`src/rtl/link_tx_pkg.sv`:
```
// Shared definitions for the link transmitter: flit type encodings,
// type-field placement and credit limit derivation.
package link_tx_pkg;

    // Flit type lives in the top two bits of every flit.
    localparam int FLIT_TYPE_W = 2;

    typedef enum logic [FLIT_TYPE_W-1:0] {
        FT_BODY   = 2'b00,
        FT_HEAD   = 2'b01,
        FT_TAIL   = 2'b10,
        FT_SINGLE = 2'b11
    } flit_type_e;

    // MSB of the type field for a flit of width dw.
    function automatic int type_msb(input int dw);
        return dw - 1;
    endfunction

    // LSB of the type field for a flit of width dw.
    function automatic int type_lsb(input int dw);
        return dw - FLIT_TYPE_W;
    endfunction

    // One slot of the downstream buffer is never advertised, so the
    // credit count fits exactly in log2_depth bits.
    function automatic int max_credit(input int log2_depth);
        return (1 << log2_depth) - 1;
    endfunction

endpackage

```
`src/rtl/link_tx_credit_cnt.sv`:
```
// Credit counter for the downstream buffer: decrements on each read,
// increments on each returned credit, saturates at the maximum and
// flags an overflow attempt with a sticky error.
module credit_cnt
    import link_tx_pkg::*;
#(
    parameter int LOG2_DEPTH = 5
) (
    input  logic                  clk,
    input  logic                  reset,
    input  logic                  inc,
    input  logic                  dec,
    output logic [LOG2_DEPTH-1:0] credits,
    output logic                  err
);

    localparam logic [LOG2_DEPTH-1:0] MAX_CREDIT = LOG2_DEPTH'(max_credit(LOG2_DEPTH));

    // Simultaneous inc and dec cancel; an inc at the ceiling is dropped and latched as an error.
    always_ff @(posedge clk or negedge reset) begin
        if (!reset) begin
            credits <= MAX_CREDIT;
            err     <= 1'b0;
        end else if (inc && !dec) begin
            if (credits == MAX_CREDIT)
                err <= 1'b1;
            else
                credits <= credits + LOG2_DEPTH'(1);
        end else if (dec && !inc) begin
            credits <= credits - LOG2_DEPTH'(1);
        end
    end

endmodule

```
`src/rtl/link_tx.sv`:
```
// Credit-based link transmitter: pops flits from a local registered-read
// FIFO and forwards them downstream one cycle later, tracking packet
// framing, flit/packet counts and protocol errors.
module link_tx
    import link_tx_pkg::*;
#(
    parameter int DATA_WIDTH = 37,
    parameter int LOG2_DEPTH = 5
) (
    input  logic                  clk,
    input  logic                  reset,
    input  logic [DATA_WIDTH-1:0] fifo_dout,
    input  logic                  fifo_empty,
    output logic                  fifo_rd_en,
    input  logic                  tx_en,
    output logic [DATA_WIDTH-1:0] tx_data,
    output logic                  tx_valid,
    input  logic                  credit_in,
    output logic [LOG2_DEPTH-1:0] credits,
    output logic [15:0]           flit_cnt,
    output logic [15:0]           pkt_cnt,
    output logic                  credit_err,
    output logic                  proto_err
);

    localparam int TYPE_LSB = type_lsb(DATA_WIDTH);

    logic       rd_pend;
    logic       pkt_open;
    flit_type_e ftype;

    assign ftype = flit_type_e'(fifo_dout[TYPE_LSB +: FLIT_TYPE_W]);

    // With the link disabled, an open packet drains only when no read is in
    // flight, so the tail is seen (and pkt_open cleared) before the next read.
    assign fifo_rd_en = reset && !fifo_empty && (credits != '0) &&
                        (tx_en || (pkt_open && !rd_pend));

    assign tx_data  = fifo_dout;
    assign tx_valid = rd_pend;

    credit_cnt #(
        .LOG2_DEPTH (LOG2_DEPTH)
    ) u_credit_cnt (
        .clk     (clk),
        .reset   (reset),
        .inc     (credit_in),
        .dec     (fifo_rd_en),
        .credits (credits),
        .err     (credit_err)
    );

    // Read pipeline, packet framing tracker, counters and sticky protocol error.
    always_ff @(posedge clk or negedge reset) begin
        if (!reset) begin
            rd_pend   <= 1'b0;
            pkt_open  <= 1'b0;
            flit_cnt  <= '0;
            pkt_cnt   <= '0;
            proto_err <= 1'b0;
        end else begin
            rd_pend <= fifo_rd_en;
            if (rd_pend) begin
                flit_cnt <= flit_cnt + 16'd1;
                case (ftype)
                    FT_HEAD: begin
                        if (pkt_open) proto_err <= 1'b1;
                        pkt_open <= 1'b1;
                    end
                    FT_BODY: begin
                        if (!pkt_open) proto_err <= 1'b1;
                    end
                    FT_TAIL: begin
                        if (!pkt_open) proto_err <= 1'b1;
                        pkt_open <= 1'b0;
                        pkt_cnt  <= pkt_cnt + 16'd1;
                    end
                    FT_SINGLE: begin
                        if (pkt_open) proto_err <= 1'b1;
                        pkt_cnt <= pkt_cnt + 16'd1;
                    end
                    default: ;
                endcase
            end
        end
    end

endmodule

```
`config.mk`:
```
export PLATFORM = sky130hd
export DESIGN_NAME = link_tx
export DESIGN_NICKNAME = d
export VERILOG_FILES = /design/src/rtl/link_tx_pkg.sv /design/src/rtl/link_tx_credit_cnt.sv /design/src/rtl/link_tx.sv
export SDC_FILE = /design/constraint.sdc
export NUM_CORES = 1
export LEC_CHECK = 0
export BUFFER_PORTS_ARGS = -buffer_cell sky130_fd_sc_hd__buf_2
export CAP_MARGIN = 5
export CORE_MARGIN = 2
export CORE_UTILIZATION = 45
export DETAILED_ROUTE_END_ITERATION = 16
export PLACE_DENSITY = 0.8
export SLEW_MARGIN = 20
export SYNTH_ARGS = -nofsm -noshare
export SYNTH_HDL_FRONTEND = slang
export SYNTH_SLANG_ARGS = --single-unit
```
`constraint.sdc`:
```
create_clock -name clk -period 2.36 [get_ports clk]
set_input_delay 0.236 -clock clk [delete_from_list [all_inputs] [get_ports clk]]
set_output_delay 0.236 -clock clk [all_outputs]
set_load 0.02 [all_outputs]
```
==> impl_metrics.csv, run 1 <==
group,metric,value,unit
finish,final_cell_mix,"buf_2 (49), dfrtp_1 (36), xnor2_1 (24)",
floorplan,die_x,75.08,µm
synth,synth_ff_type,"dfrtp_1",
detailed_routing,drt_iter0_drc,96,
synth,synth_edf_count,0,
detailed_routing,wirelength,4054,µm
synth,yosys_warnings,0,
finish,n_antenna_cell,0,
grt,overflow,0,
synth,synth_seq_area_share,45.40,%
critical_path,critical_path_class,"reg2reg",
placed_design,post-place-ws,0.04189,ns
detailed_routing,drtPass1Iterations,4,
job,maxCapViolations,0,
synth,ys_seq_elements,41,
critical_path,ff2ff_setup_slack,0.13,ns
detailed_routing,vias_per_cell,4.902,
critical_path,worstPathMaxFanout,6,
synth,netlist_instances,209,
clock_tree,worstSkewPairLatency,0.29,ns
sta,hold_violations,0,
grt,grt_usage,15.34,%
critical_path,end_kind,"flip-flop",
synth,synth_area,2273,µm²
critical_path,critPathRequiredTime,2.58,ns
sta,clock_skew,0.005320,ns
synth,async_flop_share,100.0,%
floorplan,core,4786,µm²
finish,stdcell_count,295,
detailed_routing,wl_per_cell,13.74,µm
finish,area_growth_syn_to_layout,8.420,%
critical_path,reg2reg_to,"u_credit_cnt.credits[4]$_DFFE_PN1P_",
sta,drv_slew,0,
critical_path,arrival,2.45,ns
floorplan,pin_count,120,
placed_design,io_buffers,49,
clock_tree,cts-root-buf,"clkbuf_8",
sta,relSlewSlack,65.37,%
critical_path,crit_slowest_cell,"dfstp_2",
grt,antenna_found_initial,0,
clock_tree,cts_tree,"done",
clock_tree,clock-sinks,41,
floorplan,dieArea,5636,µm²
pwr,power_density,1000,nW/µm²
clock_tree,cts_resized,0,
finish,layout_commonest_cell,"buf_2",
outcome,outcome,"complete, no violations",
critical_path,slowest_delay,0.60,ns
critical_path,reg2reg_from,"u_credit_cnt.credits[3]$_DFFE_PN1P_",
clock_tree,path_clk_slew,0.08,ns
detailed_routing,drcViolationCount,0,
finish,finalInstanceArea,2465,µm²
grt,grt_pass1_vias,1395,
synth,syn-num-nets,262,
finish,register_area,1032,µm²
floorplan,rows,25,
sta,finalCritPeriodShare,94.37,%
floorplan,die_y,75.08,µm
placed_design,place_hpwl,2947,µm
sta,worst_slack,0.1328,ns
critical_path,startpoint,"u_credit_cnt.credits[3]$_DFFE_PN1P_",
finish,nets,280,
synth,ys_types,34,
grt,grt_pass1_wl,6541,µm
detailed_routing,detail-route-antenna-nets,0,
placed_design,place.gp.congestion,0.9769,
sta,worst_pin_slew,0.5195,ns
finish,multi_input_area,945.9,µm²
pwr,p_leak,0.001244,µW
finish,fillerInstances,458,
grt,grt_max_degree,42,
placed_design,dp.cells,287,
clock_tree,cts_max_level,2,
sta,hold_ws,0.01285,ns
finish,drive_above_1_share,33.33,%
critical_path,reg2regPathDepth,8,
synth,syn_area_per_cell,10.88,µm²
critical_path,worstPathCellList,"or2_2, o221ai_4, nand2_4, inv_1, fa_1, o21ai_0, mux2i_1, xor2_1",
clock_tree,clockBufferDepth,2,
clock_tree,cts_buffers,5,
clock_tree,hold_buffers,0,
detailed_routing,vias,1446,
floorplan,initial_core_util,47.50,%
min_path,hold_class,"in2async",
sta,layout_min_cycle_time,2.227,ns
clock_tree,postCtsSetupBuffers,0,
pwr,ir_worst_vdd,0.0007079,V
sta,setup_viol,0,
sta,fmax,449.0,MHz
critical_path,start_kind,"flip-flop",
placed_design,place_area,2325,µm²
-- worst max-delay path, delay by kind of cell (launching register included) --
family	cells	cell delay, ns
AOI/OAI and AO/OA	2	0.37
xor gates and xnor gates	1	0.18
adders and majority gates	1	0.40
buffers and inverters	1	0.06
DFF	1	0.60
muxes	1	0.24
and+or+nand+nor	2	0.30
-- cells in the mapped netlist (2+ instances only) --
| master | count | share of area (%) |
|---|---|---|
| mux2i_1 | 2 | 0.88 |
| clkbuf_1 | 2 | 0.33 |
| inv_1 | 6 | 0.99 |
| xor2_1 | 10 | 3.9 |
| buf_4 | 38 | 13 |
| a21oi_1 | 3 | 0.66 |
| o21ai_0 | 2 | 0.44 |
| and4_1 | 3 | 1.2 |
| ha_1 | 10 | 5.5 |
| xnor2_1 | 24 | 9.2 |
| and3_1 | 5 | 1.4 |
| nand2_1 | 16 | 2.6 |
| dfrtp_1 | 36 | 40 |
| nand4_1 | 10 | 2.8 |
| nor2_1 | 7 | 1.2 |
| nor2b_1 | 2 | 0.55 |
| nand3_1 | 11 | 2.4 |
| mux2_4 | 2 | 1.3 |
| dfstp_2 | 5 | 5.8 |
-- registers in the layout (all words and copies together) (netlist names) --
register,count
proto_err,1
pkt_open,1
flit_cnt,16
tx_valid,1
u_credit_cnt.err,1
pkt_cnt,16
u_credit_cnt.credits,5
-- power by group --
group	total, µW	switching, µW	internal, µW
clock network	589	245	344
logic	840	479	361
registers	1040	162	874
total	2470	886	1580
-- metal layers --
| metal | vias to the layer above | wire length (µm) | global-route usage [%] |
|---|---|---|---|
| li1 | 697 | - | - |
| met5 | - | 0 | 0 |
| met4 | 0 | 92 | 7.143 |
| met1 | 678 | 1735 | 18.72 |
| met2 | 56 | 1948 | 25.05 |
| met3 | 15 | 278 | 4.418 |
-- metrics by stage --
| stage | utilization [%] | setup TNS, ns | total power, µW |
|---|---|---|---|
| 2_1_floorplan | - | 0 | 1688 |
| 3_3_place_gp | 48.58 | 0 | 1833 |
| 3_5_place_dp | 48.58 | 0 | 1871 |
| 4_1_cts | 51.09 | 0 | 2466 |
| 5_1_grt | 51.50 | -0.008796 | 2627 |
| 6_report | 51.50 | 0 | 2465 |
-- cell families (layout without fill, tap and decap cells) --
kind of cell	count (synthesis)	after routing	share of synthesized area [%]
AND/OR/NAND/NOR	61	61	14.69
adder cells (fa/ha/maj)	11	11	6.384
AO/OA/AOI/OAI	11	11	3.853
buffers and inverters	46	65	13.87
multiplexers	5	5	2.697
flip-flops	41	41	45.40
XOR/XNOR	34	34	13.10
-- area by class of cell --
cell class	count	share of cell area, %
timing repair buffer	51	10.56
multi-input combinational	122	38.38
tap	67	3.401
clock buffer	6	3.350
inverter	6	0.9137
sequential	41	41.88
clock inverter	2	1.523
-- worst max-delay path by stage --
stage	slack [ns]	cells past startpoint	end
after floorplan	0.20	8	u_credit_cnt.credits[4]$_DFFE_PN1P_
after global placement	0.15	8	u_credit_cnt.credits[4]$_DFFE_PN1P_
after detailed placement	0.04	8	u_credit_cnt.credits[4]$_DFFE_PN1P_
after CTS	0.008	8	u_credit_cnt.credits[4]$_DFFE_PN1P_
after global routing	-0.009	8	u_credit_cnt.credits[4]$_DFFE_PN1P_
final	0.13	8	u_credit_cnt.credits[4]$_DFFE_PN1P_
No activity file was read; power rests on OpenSTA's default activity.
==> run 2, diff against run 1 <==
--- a/config.mk
+++ b/config.mk
@@ -7,6 +7,7 @@
 export LEC_CHECK = 0
 export BUFFER_PORTS_ARGS = -buffer_cell sky130_fd_sc_hd__buf_2
 export CAP_MARGIN = 5
+export CORE_ASPECT_RATIO = 0.5
 export CORE_MARGIN = 2
 export CORE_UTILIZATION = 45
 export DETAILED_ROUTE_END_ITERATION = 16
==> impl_metrics.csv, run 2 (same netlist as run 1, synthesis figures left out) <==
group,metric,value,unit
finish,nets,280,
finish,drive_above_1_share,32.60,%
clock_tree,cts_resized,0,
finish,stdcell_count,297,
grt,grt_pass1_vias,1504,
pwr,ir_worst_vdd,0.0003271,V
placed_design,io_buffers,49,
sta,hold_violations,0,
clock_tree,cts_max_level,2,
floorplan,initial_core_util,46.52,%
grt,grt_usage,14.89,%
critical_path,critical_path_class,"reg2reg",
job,maxCapViolations,0,
sta,worst_pin_slew,0.5017,ns
critical_path,startpoint,"u_credit_cnt.credits[1]$_DFFE_PN1P_",
clock_tree,path_clk_slew,0.08,ns
finish,fin_util,49.82,%
detailed_routing,wl_per_cell,13.69,µm
sta,clock_skew,0.006736,ns
finish,reg_top3,"flit_cnt x16, pkt_cnt x16, u_credit_cnt.credits x5",
critical_path,worstPathMaxFanout,6,
detailed_routing,drtPass1Iterations,4,
clock_tree,cts_tree,"done",
clock_tree,clockBufferDepth,2,
detailed_routing,detail-route-antenna-nets,0,
floorplan,dieArea,5671,µm²
grt,grt_max_degree,42,
sta,tns,0,ns
pwr,p_leak,0.001238,µW
sta,setup_viol,0,
critical_path,start_kind,"flip-flop",
floorplan,die_x,104.5,µm
grt,grt_pass1_wl,6555,µm
sta,rsz0062_at_grt,"false",
detailed_routing,wirelength,4066,µm
placed_design,place.gp.congestion,0.8037,
outcome,outcome,"complete, no violations",
clock_tree,cts_buffers,5,
sta,hold_ws,0.002303,ns
floorplan,core,4887,µm²
clock_tree,postCtsSetupBuffers,0,
floorplan,pin_count,120,
sta,finalCritPeriodShare,93.24,%
finish,area_growth_syn_to_layout,7.100,%
sta,fmax,454.4,MHz
detailed_routing,drcViolationCount,0,
min_path,hold_class,"in2async",
clock_tree,clock-sinks,41,
finish,final_cell_mix,"buf_2 (49), dfrtp_1 (36), xnor2_1 (24)",
placed_design,dp.cells,290,
critical_path,critPathRequiredTime,2.58,ns
detailed_routing,vias_per_cell,4.946,
critical_path,end_kind,"flip-flop",
placed_design,place_hpwl,3118,µm
critical_path,arrival,2.42,ns
finish,layout_commonest_cell,"buf_2",
floorplan,die_y,54.26,µm
detailed_routing,vias,1469,
detailed_routing,drt_iter0_drc,42,
finish,n_antenna_cell,0,
floorplan,rows,18,
sta,layout_min_cycle_time,2.201,ns
grt,antenna_found_initial,0,
grt,overflow,0,
sta,drv_slew,0,
clock_tree,cts-root-buf,"clkbuf_8",
sta,relSlewSlack,66.55,%
pwr,power_density,981.9,nW/µm²
critical_path,reg2reg_from,"u_credit_cnt.credits[1]$_DFFE_PN1P_",
pwr,power.total,2391,µW
clock_tree,worstSkewPairLatency,0.29,ns
clock_tree,hold_buffers,0,
-- run 2: power breakdown --
part	switching, µW	internal [µW]	leakage, µW
clock network	232	307	0.0000540
registers	164	874	0.000529
logic	461	352	0.000655
-- run 2: worst max-delay path, cell delays in order, from the launching register on --
cell	delay, ns
dfstp_2	0.39
or3_4	0.39
o221ai_4	0.19
nand2_2	0.15
ha_1	0.36
nand2_1	0.08
o21ai_1	0.16
mux2i_1	0.25
xor2_1	0.16
-- run 2: cell type report --
cell class	count	area [µm²]
flip-flops and latches	41	1032
clock buffers	5	68.82
multi-input cells	122	928.4
repair buffers	51	260.3
fillers	452	2452
well taps	70	87.58
inverters	6	22.52
clock inverters	2	35.03
-- run 2: per-layer routing --
| metal | track usage [%] | share of wire, % | routed length (µm) |
|---|---|---|---|
| met5 | 0 | 0 | 0 |
| met4 | 13.06 | 5.4 | 220 |
| met3 | 3.929 | 6.4 | 261 |
| met2 | 26.80 | 49 | 2003 |
| met1 | 15.47 | 39 | 1581 |
-- run 2: metrics by stage --
stage               instance area, µm²  setup WS (ns)
floorplan                         2273         0.1994
global placement                  2328         0.1640
detailed placement                2328        0.03910
CTS                               2432       0.006964
global route                      2435       0.003237
finish                            2435         0.1594
-- run 2: worst paths after layout --
path                                                             to  slack (ns)  cells after the start
worst max-delay path            u_credit_cnt.credits[4]$_DFFE_PN1P_        0.16                      8
worst max register to register  u_credit_cnt.credits[4]$_DFFE_PN1P_        0.16                      8
worst min register to register                proto_err$_DFFE_PN0P_        0.46                      1
max in group asynchronous       u_credit_cnt.credits[0]$_DFFE_PN1P_        1.99                      2
worst min-delay path                          proto_err$_DFFE_PN0P_       0.002                      2
min in group clk                                 tx_valid$_DFF_PN0_        0.26                      4
==> run 3, diff against run 2 <==
--- a/config.mk
+++ b/config.mk
@@ -5,13 +5,14 @@
 export SDC_FILE = /design/constraint.sdc
 export NUM_CORES = 1
 export LEC_CHECK = 0
+export ABC_AREA = 1
 export BUFFER_PORTS_ARGS = -buffer_cell sky130_fd_sc_hd__buf_2
 export CAP_MARGIN = 5
 export CORE_ASPECT_RATIO = 0.5
 export CORE_MARGIN = 2
-export CORE_UTILIZATION = 45
+export CORE_UTILIZATION = 39
 export DETAILED_ROUTE_END_ITERATION = 16
-export PLACE_DENSITY = 0.8
+export PLACE_DENSITY = 0.69
 export SLEW_MARGIN = 20
 export SYNTH_ARGS = -nofsm -noshare
 export SYNTH_HDL_FRONTEND = slang
==> impl_metrics.csv, run 3 <==
group,metric,value,unit
critical_path,crit_buf_inv,2,
floorplan,pin_count,120,
critical_path,arrival,2.35,ns
sta,setup_viol,0,
clock_tree,path_clk_slew,0.06,ns
critical_path,end_kind,"flip-flop",
placed_design,io_buffers,49,
critical_path,critPathRequiredTime,2.57,ns
placed_design,place_hpwl,3538,µm
finish,n_antenna_cell,0,
clock_tree,cts_max_level,2,
sta,tns,0,ns
sta,hold_ws,0.04050,ns
grt,antenna_found_initial,0,
critical_path,reg2regPathDepth,13,
synth,yosysMostFrequentCell,"nand2_1",
grt,grt_max_degree,42,
synth,synth_area,2474,µm²
sta,rsz0062_at_grt,"false",
critical_path,critical-path-top-delay-family,"simple AND/OR/NAND/NOR gates",
critical_path,ff2ff_setup_slack,0.22,ns
clock_tree,cts_tree,"done",
synth,ys_top_cells_by_count,"nand2_1 (40), buf_4 (37), dfrtp_1 (36)",
sta,fmax,466.4,MHz
synth,synth_edf_count,0,
sta,layout_min_cycle_time,2.144,ns
detailed_routing,wirelength,4619,µm
critical_path,start_kind,"flip-flop",
synth,yosys.area.top_type,"dfrtp_1",
detailed_routing,drtPass1Iterations,4,
detailed_routing,wl_per_cell,12.42,µm
sta,hold_violations,0,
pwr,p_leak,0.001447,µW
synth,netlist_instances,264,
finish,drive_above_1_share,29.23,%
clock_tree,cts_buffers,5,
clock_tree,cts-root-buf,"clkbuf_16",
pwr,ir_worst_vdd,0.0003018,V
pwr,power_density,920.0,nW/µm²
sta,clock_skew,0.004530,ns
grt,grt_pass1_wl,7569,µm
sta,relSlewSlack,65.24,%
synth,ys_types,32,
critical_path,reg2reg_to,"u_credit_cnt.credits[4]$_DFFE_PN1P_",
synth,synth_ff_type,"dfrtp_1",
sta,worst_pin_slew,0.5215,ns
finish,layout_commonest_cell,"buf_2",
detailed_routing,vias_per_cell,4.524,
floorplan,dieArea,7035,µm²
finish,reg_top3,"flit_cnt x16, pkt_cnt x16, u_credit_cnt.credits x5",
placed_design,dp.cells,364,
sta,finalCritPeriodShare,90.86,%
synth,ys_seq_elements,41,
clock_tree,cts_resized,0,
critical_path,crit_slowest_cell,"dfrtp_1",
synth,synth_seq_area_share,41.73,%
finish,area_growth_syn_to_layout,8.498,%
detailed_routing,detail-route-antenna-nets,0,
clock_tree,worstSkewPairLatency,0.28,ns
job,maxCapViolations,0,
floorplan,core,6106,µm²
finish,nets,336,
detailed_routing,vias,1683,
clock_tree,hold_buffers,0,
grt,grt_pass1_vias,1681,
synth,async_flop_share,100.0,%
detailed_routing,drt_iter0_drc,79,
placed_design,place_area,2547,µm²
synth,syn_area_per_cell,9.370,µm²
synth,synth_top_cells_by_area,"dfrtp_1 (36%), buf_4 (11%), xor2_1 (7.8%)",
grt,grt_usage,13.83,%
finish,stdcell_count,372,
synth,syn-num-nets,317,
critical_path,worstPathCellList,"inv_6, nand2_2, a21oi_4, nand2_2, nand2_2, inv_1, fa_1, nor2_1, nor2_1, nand3_1, nand3_1, nand2_1, nand2_1",
finish,final_cell_mix,"buf_2 (49), nand2_1 (40), dfrtp_1 (36)",
critical_path,reg2reg_from,"tx_valid$_DFF_PN0_",
critical_path,slowest_delay,0.52,ns
synth,yosys_warnings,0,
sta,drv_slew,0,
finish,finalInstanceArea,2684,µm²
grt,overflow,0,
floorplan,rows,20,
placed_design,place.gp.congestion,0.9011,
detailed_routing,drcViolationCount,0,
synth,yosysTopAreaCellShare,36.42,%
clock_tree,clockBufferDepth,2,
clock_tree,clock-sinks,41,
critical_path,worstPathMaxFanout,8,
floorplan,die_y,60.32,µm
critical_path,critical_path_class,"reg2reg",
critical_path,cp_common_cell,"nand2_2",
min_path,hold_class,"in2async",
floorplan,die_x,116.6,µm
outcome,outcome,"complete, no violations",
floorplan,initial_core_util,40.51,%
clock_tree,postCtsSetupBuffers,0,
[run 3: worst reg2reg max path, stage by stage, from the launching register on]
cell	delay, ns
dfrtp_1	0.52
inv_6	0.13
nand2_2	0.07
a21oi_4	0.13
nand2_2	0.10
nand2_2	0.15
inv_1	0.07
fa_1	0.42
nor2_1	0.13
nor2_1	0.07
nand3_1	0.10
nand3_1	0.08
nand2_1	0.06
nand2_1	0.04
[run 3: worst max-delay path by stage]
| stage | startpoint | slack, ns | cells after the start | to |
|---|---|---|---|---|
| floorplan | tx_valid$_DFF_PN0_ | 0.37 | 14 | u_credit_cnt.credits[4]$_DFFE_PN1P_ |
| global placement | tx_valid$_DFF_PN0_ | 0.34 | 13 | u_credit_cnt.credits[4]$_DFFE_PN1P_ |
| detailed placement | tx_valid$_DFF_PN0_ | 0.21 | 13 | u_credit_cnt.credits[4]$_DFFE_PN1P_ |
| CTS | tx_valid$_DFF_PN0_ | 0.21 | 13 | u_credit_cnt.credits[4]$_DFFE_PN1P_ |
| global route | tx_valid$_DFF_PN0_ | 0.02 | 14 | u_credit_cnt.credits[4]$_DFFE_PN1P_ |
| finish | tx_valid$_DFF_PN0_ | 0.22 | 13 | u_credit_cnt.credits[4]$_DFFE_PN1P_ |
[run 3: kinds of logic after synthesis]
logic type               after synthesis  share of synthesized area, %
AND/OR/NAND/NOR                       96                         20.13
buffers and inverters                 71                         16.89
flip-flops                            41                         41.73
adder cells (fa/ha/maj)               11                         5.868
XOR/XNOR                              33                         11.68
AO/OA/AOI/OAI                         12                         3.693
[run 3: metal layers]
layer,global-route usage [%],part of all wire (%)
met5,0,0
met4,9.580,4.3
met3,3.448,6.1
met2,23.50,47
met1,15.82,42
[run 3: final cells by class]
type | instances | area, µm²
Multi-Input combinational cell | 152 | 1023
Clock buffer | 8 | 136.4
Timing Repair Buffer | 50 | 252.7
Fill cell | 616 | 3422
Sequential cell | 41 | 1032
Inverter | 33 | 128.9
Tap cell | 88 | 110.1
[run 3: through the flow]
stage               utilization (%)  worst slack, ns  power, µW
global route                  43.95          0.01918       2651
finish                        43.95           0.2158       2469
global placement              41.72           0.3362       1802
floorplan                         -           0.3691       1661
CTS                           43.95           0.2142       2500
detailed placement            41.72           0.2069       1840
[run 3: power by group]
part	leakage, µW	internal (µW)	total, µW	switching [µW]
sequential	0.000526	869	1030	164
combinational	0.000856	295	792	497
clock	0.0000652	393	643	250
